## config.mk

```make
export PLATFORM = sky130hd
export DESIGN_NAME = div_arbiter
export DESIGN_NICKNAME = d
export VERILOG_FILES = /design/src/rtl/div_arbiter.sv
export SDC_FILE = /design/constraint.sdc
export NUM_CORES = 1
export LEC_CHECK = 0
export BUFFER_PORTS_ARGS = -buffer_cell sky130_fd_sc_hd__buf_2
export CAP_MARGIN = 10
export CORE_ASPECT_RATIO = 0.9
export CORE_MARGIN = 4
export CORE_UTILIZATION = 41
export DETAILED_ROUTE_END_ITERATION = 10
export MAX_ROUTING_LAYER = met4
export PLACE_DENSITY = 0.77
export SETUP_SLACK_MARGIN = 0.02
export SKIP_CTS_REPAIR_TIMING = 1
export SLEW_MARGIN = 30
export SYNTH_ARGS = -nofsm -noshare
export SYNTH_HDL_FRONTEND = slang
export SYNTH_SLANG_ARGS = --single-unit
```

## constraint.sdc

```tcl
create_clock -name clk -period 2.4 [get_ports clk]
set_input_delay 0.48 -clock clk [delete_from_list [all_inputs] [get_ports clk]]
set_output_delay 0.48 -clock clk [all_outputs]
set_load 0.005 [all_outputs]
```

## src/rtl/div_arbiter.sv

```systemverilog
// Round-robin front end that shares one iterative divider among NREQ requesters.
// Divide-by-zero is answered locally; a watchdog aborts a divider that never answers.
module div_arbiter #(
    parameter int  N       = 16,
    parameter int  NREQ    = 4,
    parameter int  TIMEOUT = 64,
    localparam int IDW     = (NREQ > 1) ? $clog2(NREQ) : 1
) (
    input  logic              clk,
    input  logic              rstn,
    input  logic [NREQ-1:0]   in_valid,
    output logic [NREQ-1:0]   in_ready,
    input  logic [NREQ*N-1:0] in_dividend,
    input  logic [NREQ*N-1:0] in_divisor,
    output logic              out_valid,
    output logic [IDW-1:0]    out_id,
    output logic [N-1:0]      out_q,
    output logic [N-1:0]      out_r,
    output logic [1:0]        out_err,
    output logic              div_req,
    output logic [N-1:0]      div_dividend,
    output logic [N-1:0]      div_divisor,
    output logic              div_abort,
    input  logic [N-1:0]      div_q,
    input  logic [N-1:0]      div_r,
    input  logic              div_ready
);

    localparam int TW = $clog2(TIMEOUT) + 1;

    typedef enum logic [1:0] {
        S_IDLE  = 2'd0,
        S_ISSUE = 2'd1,
        S_WAIT  = 2'd2,
        S_RESP  = 2'd3
    } state_t;

    state_t          state_q, state_d;
    logic [IDW-1:0]  last_q, last_d;
    logic [IDW-1:0]  id_q, id_d;
    logic [TW-1:0]   timer_q, timer_d;
    logic            out_valid_q, out_valid_d;
    logic [IDW-1:0]  out_id_q, out_id_d;
    logic [N-1:0]    out_q_q, out_q_d;
    logic [N-1:0]    out_r_q, out_r_d;
    logic [1:0]      out_err_q, out_err_d;
    logic            div_req_q, div_req_d;
    logic            div_abort_q, div_abort_d;
    logic [N-1:0]    div_dividend_q, div_dividend_d;
    logic [N-1:0]    div_divisor_q, div_divisor_d;

    logic            hi_found_s, lo_found_s, found_s;
    logic [IDW-1:0]  hi_idx_s, lo_idx_s, winner_s;
    logic [N-1:0]    sel_dividend_s, sel_divisor_s;
    logic            sel_zero_s;
    logic            timeout_s;
    logic [NREQ-1:0] in_ready_s;

    // Round-robin pick: lowest valid index above the last grant, else lowest valid at or below it.
    always_comb begin
        hi_found_s = 1'b0;
        lo_found_s = 1'b0;
        hi_idx_s   = {IDW{1'b0}};
        lo_idx_s   = {IDW{1'b0}};
        for (int i = NREQ - 1; i >= 0; i--) begin
            hi_idx_s   = (in_valid[i] && (i > int'(last_q)))  ? IDW'(i) : hi_idx_s;
            lo_idx_s   = (in_valid[i] && (i <= int'(last_q))) ? IDW'(i) : lo_idx_s;
            hi_found_s = hi_found_s | (in_valid[i] && (i > int'(last_q)));
            lo_found_s = lo_found_s | (in_valid[i] && (i <= int'(last_q)));
        end
        found_s  = hi_found_s | lo_found_s;
        winner_s = hi_found_s ? hi_idx_s : lo_idx_s;
    end

    // Operand mux for the current winner.
    always_comb begin
        sel_dividend_s = {N{1'b0}};
        sel_divisor_s  = {N{1'b0}};
        for (int i = 0; i < NREQ; i++) begin
            sel_dividend_s = (winner_s == IDW'(i)) ? in_dividend[i*N +: N] : sel_dividend_s;
            sel_divisor_s  = (winner_s == IDW'(i)) ? in_divisor[i*N +: N]  : sel_divisor_s;
        end
        sel_zero_s = (sel_divisor_s == {N{1'b0}});
        timeout_s  = (timer_q == TW'(TIMEOUT - 1));
    end

    // State register and all datapath flops.
    always_ff @(posedge clk) begin
        if (!rstn) begin
            state_q        <= S_IDLE;
            last_q         <= IDW'(NREQ - 1);
            id_q           <= {IDW{1'b0}};
            timer_q        <= {TW{1'b0}};
            out_valid_q    <= 1'b0;
            out_id_q       <= {IDW{1'b0}};
            out_q_q        <= {N{1'b0}};
            out_r_q        <= {N{1'b0}};
            out_err_q      <= 2'b00;
            div_req_q      <= 1'b0;
            div_abort_q    <= 1'b0;
            div_dividend_q <= {N{1'b0}};
            div_divisor_q  <= {N{1'b0}};
        end else begin
            state_q        <= state_d;
            last_q         <= last_d;
            id_q           <= id_d;
            timer_q        <= timer_d;
            out_valid_q    <= out_valid_d;
            out_id_q       <= out_id_d;
            out_q_q        <= out_q_d;
            out_r_q        <= out_r_d;
            out_err_q      <= out_err_d;
            div_req_q      <= div_req_d;
            div_abort_q    <= div_abort_d;
            div_dividend_q <= div_dividend_d;
            div_divisor_q  <= div_divisor_d;
        end
    end

    // Next-state logic.
    always_comb begin
        state_d = state_q;
        case (state_q)
            S_IDLE: begin
                if (found_s) begin
                    state_d = sel_zero_s ? S_RESP : S_ISSUE;
                end else begin
                    state_d = S_IDLE;
                end
            end
            S_ISSUE: state_d = S_WAIT;
            S_WAIT: begin
                if (div_ready || timeout_s) begin
                    state_d = S_RESP;
                end else begin
                    state_d = S_WAIT;
                end
            end
            S_RESP:  state_d = S_IDLE;
            default: state_d = S_IDLE;
        endcase
    end

    // Datapath: result and pulse registers load on the edge that enters RESP or ISSUE.
    always_comb begin
        last_d         = last_q;
        id_d           = id_q;
        timer_d        = timer_q;
        out_valid_d    = 1'b0;
        out_id_d       = out_id_q;
        out_q_d        = out_q_q;
        out_r_d        = out_r_q;
        out_err_d      = out_err_q;
        div_req_d      = 1'b0;
        div_abort_d    = 1'b0;
        div_dividend_d = div_dividend_q;
        div_divisor_d  = div_divisor_q;
        case (state_q)
            S_IDLE: begin
                if (found_s) begin
                    last_d         = winner_s;
                    id_d           = winner_s;
                    div_dividend_d = sel_dividend_s;
                    div_divisor_d  = sel_divisor_s;
                    if (sel_zero_s) begin
                        out_valid_d = 1'b1;
                        out_id_d    = winner_s;
                        out_q_d     = {N{1'b1}};
                        out_r_d     = sel_dividend_s;
                        out_err_d   = 2'b01;
                    end else begin
                        div_req_d   = 1'b1;
                    end
                end else begin
                    last_d = last_q;
                end
            end
            S_ISSUE: timer_d = {TW{1'b0}};
            S_WAIT: begin
                timer_d = timer_q + TW'(1'b1);
                if (div_ready) begin
                    out_valid_d = 1'b1;
                    out_id_d    = id_q;
                    out_q_d     = div_q;
                    out_r_d     = div_r;
                    out_err_d   = 2'b00;
                end else if (timeout_s) begin
                    out_valid_d = 1'b1;
                    out_id_d    = id_q;
                    out_q_d     = {N{1'b0}};
                    out_r_d     = {N{1'b0}};
                    out_err_d   = 2'b10;
                    div_abort_d = 1'b1;
                end else begin
                    out_valid_d = 1'b0;
                end
            end
            S_RESP:  out_valid_d = 1'b0;
            default: out_valid_d = 1'b0;
        endcase
    end

    // Accept strobe: one-hot winner, only in IDLE and never while reset is held.
    always_comb begin
        in_ready_s = {NREQ{1'b0}};
        for (int i = 0; i < NREQ; i++) begin
            in_ready_s[i] = rstn && (state_q == S_IDLE) && found_s && (winner_s == IDW'(i));
        end
    end

    assign in_ready     = in_ready_s;
    assign out_valid    = out_valid_q;
    assign out_id       = out_id_q;
    assign out_q        = out_q_q;
    assign out_r        = out_r_q;
    assign out_err      = out_err_q;
    assign div_req      = div_req_q;
    assign div_abort    = div_abort_q;
    assign div_dividend = div_dividend_q;
    assign div_divisor  = div_divisor_q;

endmodule

```

# Word-level counts from Yosys, hierarchy flattened
# Index checks and enable logic that the tools add are counted.
[word_totals]
wordCells = 106
mem_count = 0
out_inout_bits = 75
romBits = 0
ff_bits = 84
inputBits = 167
ramBits = 0
latch_bits = 0
[classes]
add_sub_neg = 1
eq_ne = 10
n_mul = 0
shifts = 0
n_div = 0
muxes = 46
n_reduce_logical = 22
n_bitwise = 8
order_cmp = 6
[op_table]
columns = ["operator", "n"]
rows = [
  ["$mux 16", 15],
  ["$pmux 16 s2", 2],
  ["$mux 2", 18],
  ["$logic_not 16->1", 1],
  ["$pmux 7 s2", 1],
  ["$logic_and 1x1->1", 12],
  ["$eq 2x2->1 const B", 4],
  ["$pmux 2 s2", 2],
  ["$pmux 2 s4", 1],
  ["$add 7x1->7 const B", 1],
  ["$eq 7x6->1 const B", 1],
  ["$mux 1", 6],
  ["$or 1x1->1", 6],
  ["$eq 2x1->1 const B", 2],
  ["$gt 2x2->1 const A", 2],
  ["$le 2x2->1 const A", 2],
  ["$logic_not 2->1", 2],
  ["$ne 2x2->1 const B", 2],
  ["$reduce_and 4->1", 1],
  ["$reduce_bool 2->1", 2],
  ["$ne 3x3->1 const B", 1],
  ["$reduce_and 3->1", 1],
  ["$reduce_or 3->1", 1],
  ["$gt 1x2->1 const A", 1],
  ["other kinds (5)", 6],
]

# Depth between registers and ports, before layout
[depth]
word_depth = 16
depth_mapped = 10

# Least setup slack after synthesis
# Ideal clock, no wire load.
[synth_path]
kind = "input-to-reg"
startpoint = "in in_valid[1]"
endpoint = "reg out_r_q[10] (netlist: out_r[10])"
slack_ps = 80
arrival_ps = 2195
path_buffers = 1
cell_stages = 7
cell_sequence = "or3b_1 > o221ai_1 > mux2_2 > o31a_4 > buf_6 > a222oi_1 > nor2_1"
[synth_between]
elab_chain_len = 12
[synth_lines]
columns = ["item", "line_no", "source"]
rows = [
  ["start: declaration", "11", "input logic [NREQ-1:0] in_valid,"],
  ["$logic_and 1x1->1", "67, 69", ""],
  ["$mux 2 (2 in a row)", "67", "lo_idx_s = (in_valid[i] && (i <= int'(last_q))) ? IDW'(i) : lo_idx_s;"],
  ["$mux 2", "72", "winner_s = hi_found_s ? hi_idx_s : lo_idx_s;"],
  ["$logic_not 2->1", "80, 81", ""],
  ["$mux 16 (on tied branches) (4 in a row)", "81, 80", ""],
  ["$logic_not 16->1 / $mux 16 (equally long branches)", "83, 165", ""],
  ["$ne 2x2->1 (no source line) / $mux 16 (equally long branches)", "-", ""],
  ["$reduce_and 4->1 (no source line) / $pmux 16 s2 (equally long branches)", "-", ""],
  ["end signal: assignment", "97", "out_r_q <= {N{1'b0}};"],
  ["end signal: assignment", "111", "out_r_q <= out_r_d;"],
  ["end: declaration", "45", "logic [N-1:0] out_r_q, out_r_d;"],
]
# Parallel ways exist; a longest one is shown, timed or not. The select of a mux whose other input is x is not followed.
# A chain may end at the register's enable or synchronous reset.

# Final worst setup path
[layout_path]
startpoint = "reg last_q[1]"
endpoint = "out in_ready[2]"
[layout_between]
elab_chain_len = 9
[layout_lines]
columns = ["item", "line_no", "source"]
rows = [
  ["start: declaration", "39", "logic [IDW-1:0] last_q, last_d;"],
  ["start signal: assignment", "91", "last_q <= IDW'(NREQ - 1);"],
  ["start signal: assignment", "105", "last_q <= last_d;"],
  ["$le 2x2->1", "67, 69", ""],
  ["$logic_and 1x1->1", "67, 69", ""],
  ["$mux 2 (4 in a row)", "67", ""],
  ["$mux 2", "72", ""],
  ["$eq 2x2->1", "207", "in_ready_s[i] = rstn && (state_q == S_IDLE) && found_s && (winner_s == IDW'(i));"],
  ["$logic_and 1x1->1 (*)", "207", ""],
  ["end: declaration", "12", "output logic [NREQ-1:0] in_ready,"],
]
# Every way passes the cells marked *; elsewhere a longest branch is shown, timed or not.

==> run metrics <==
Psw 1368 µW; Post-synth EDFFs 0; Leak 0.003228 µW; sw frac 31.99%; clock period minus worst slack 2.332 ns; Crit path largest cell delay 0.41 ns; CTS tree built; commonest non-fill, non-tap cell in the layout buf_2; Yosys reg bits 84; Slowest-stage cell, CP or3b_4; port bufs 241; Logic pwr share 29.9%; TNS Setup 0 ns; HP Class in -> reg; Residual DRC 0; net count reported at finish 1020; worst path cell trace or3b_4 -> o221ai_2 -> buf_4 -> nor3_1 -> buf_2; TritonCTS buffer count 9; chip width 120.0 µm; diode count 0; CTS sink count 84; sequential fraction of the synthesis area 36.32%; initial drt markers 505; Pint 2907 µW; cells after synthesis 598; Crit Path Class reg -> out; Pwr Total 4275 µW; syn_area_per_cell 7.742 µm²; fin crit share 97.16%; Final Setup Violations 0; Non-Filler Instances 1007; clk slew on worst S/H paths 0.07 ns; DR pass1 iterations 7; clock share of power 33.7%; Pwr Density 636.9 nW/µm²; Detailed Route WL 17.06 mm; Core ar. 10950 µm²; Synthesized Nets 768; drt via density 5.493; smallest hold slack 0.4086 ns; Worst slew margin 49.44%; placed insts 986; total number of vias 5531; outcome finished, final reports clean; routability congestion estimate 0.9334; post-route cell area 6711 µm²; Clk Latency, worst-skew pair 0.34 ns; GR Overflow Total 0; Die ar. 13060 µm²; Peak supply drop 0.0003218 V; RSZ-0062 raised after global routing no; routed wire length per instance 16.94 µm; post-synth cell types 45; Worst EP arrival 1.85 ns; synthesis-to-layout area growth 44.97%; layout cells sized above 1 39.42%; wire length of the first global-routing pass 25.55 mm; achievable clock frequency 428.9 MHz; Max Cap Violations 0; most frequent cells in the layout buf_2 (241), nand2_1 (135), dfxtp_1 (80); clock skew 0.006697 ns; post-DP HPWL 12.56 mm; CTS max path bufs 2; Final Max Tran Viols 0; measured slew at the worst slew-check pin 0.7575 ns; io pins 242; yosys warns 0; worst endpoint required time 1.92 ns; total track usage 25.27%; CP Capture Type output port; Clock Tree Root clkbuf_16; final hold vios 0; vias in the first global route 5054; Detail Route Antenna Nets 0; Site Rows 36; dpl cell area 6260 µm²; Netlist Area Pre-Place 4629 µm²; Initial Util 42.30%; Post-synth ARST share 0%; H-tree depth 3; initial antenna violation count 0; startpoint class of the critical path flip-flop; largest net degree at the start of global routing 35; critical path peak fanout 34; ys flop type dfxtp_1; Die Ht 108.8 µm; part of the power in registers 36.4%
==> metrics by stage <==
step	worst slack (ns)	utilization, %
final	0.06824	61.32
after global routing	0.005864	61.32
after CTS	-0.07749	59.99
after detailed placement	-0.3026	57.19
after global placement	-0.2156	57.17
after floorplan	0.08019	-
==> routing by layer <==
metal / GRT usage [%] / up-vias / wire length, µm
met5: - / - / 0
met4: 8.831 / 0 / 482
met3: 5.394 / 39 / 1550
met2: 42.36 / 306 / 8119
met1: 30.34 / 2519 / 6906
li1: - / 2667 / -
==> registers in the layout (all words and copies together) (netlist names) <==
signal	flops
div_abort	1
div_dividend	16
div_divisor	16
div_req	1
id_q	2
last_q	2
out_err	2
out_id	2
out_q	16
out_r	16
out_valid	1
state_q	2
timer_q	7
==> synthesized netlist by cell type (5+ instances only) <==
cell type	count	area, µm²
nand2_1	136	510.5
a311oi_1	16	140.1
nor4_1	18	112.6
dfxtp_1	84	1682
o21ai_0	7	35.03
o31ai_1	16	120.1
nand4_1	7	43.79
buf_2	14	70.07
inv_1	5	18.77
a21oi_1	40	200.2
nand3_1	53	265.3
clkbuf_1	31	116.4
mux2i_1	50	500.5
buf_1	5	18.77
nor3_1	21	105.1
nor2_1	28	105.1
a222oi_1	13	130.1
==> kinds of logic after synthesis <==
family                   Yosys count  synth area share, %
adder cells (fa/ha/maj)            3               0.8109
buffers and inverters             60                5.649
AND/OR/NAND/NOR                  281                27.19
multiplexers                      54                11.78
flip-flops                        84                36.32
AO/OA/AOI/OAI                    113                17.68
XOR/XNOR                           3               0.5677
==> area by class of cell <==
class	instances	area, µm²
clock buffer	9	225.2
clock inverter	7	81.33
fill	989	4234
inverter	6	22.52
multi-input combinational	455	2796
sequential	84	1692
tap	152	190.2
timing repair buffer	294	1704
==> worst max-delay path: cells and delay by family, from the launching register on <==
| kind | cells | cell delay, ns |
|---|---|---|
| buffers and inverters | 2 | 0.52 |
| AND/OR/NAND/NOR | 2 | 0.51 |
| flip-flops | 1 | 0.36 |
| AO/OA/AOI/OAI | 1 | 0.12 |
==> power by group through the flow <==
stage	registers, µW	clock network [µW]	logic [µW]
finish	1550	1440	1280
global placement	1580	0	1210
global route	1570	1520	1400
floorplan	1590	0	669
detailed placement	1580	0	1210
CTS	1550	1460	1220
==> final timing paths <==
| path | start | end | slack, ns | cells after the start |
|---|---|---|---|---|
| worst min-delay path | div_q[5] | out_q[5]$_SDFFE_PN0P_ | 0.41 | 3 |
| worst max-delay path | last_q[1]$_SDFFE_PN1P_ | in_ready[2] | 0.07 | 5 |
| worst min register to register | div_divisor[13]$_SDFFE_PN0P_ | div_divisor[13]$_SDFFE_PN0P_ | 0.45 | 2 |
| worst max register to register | timer_q[0]$_SDFFE_PN0P_ | out_r[7]$_SDFFE_PN0P_ | 0.08 | 7 |
Note: power is estimated with default switching activity, not from simulation.
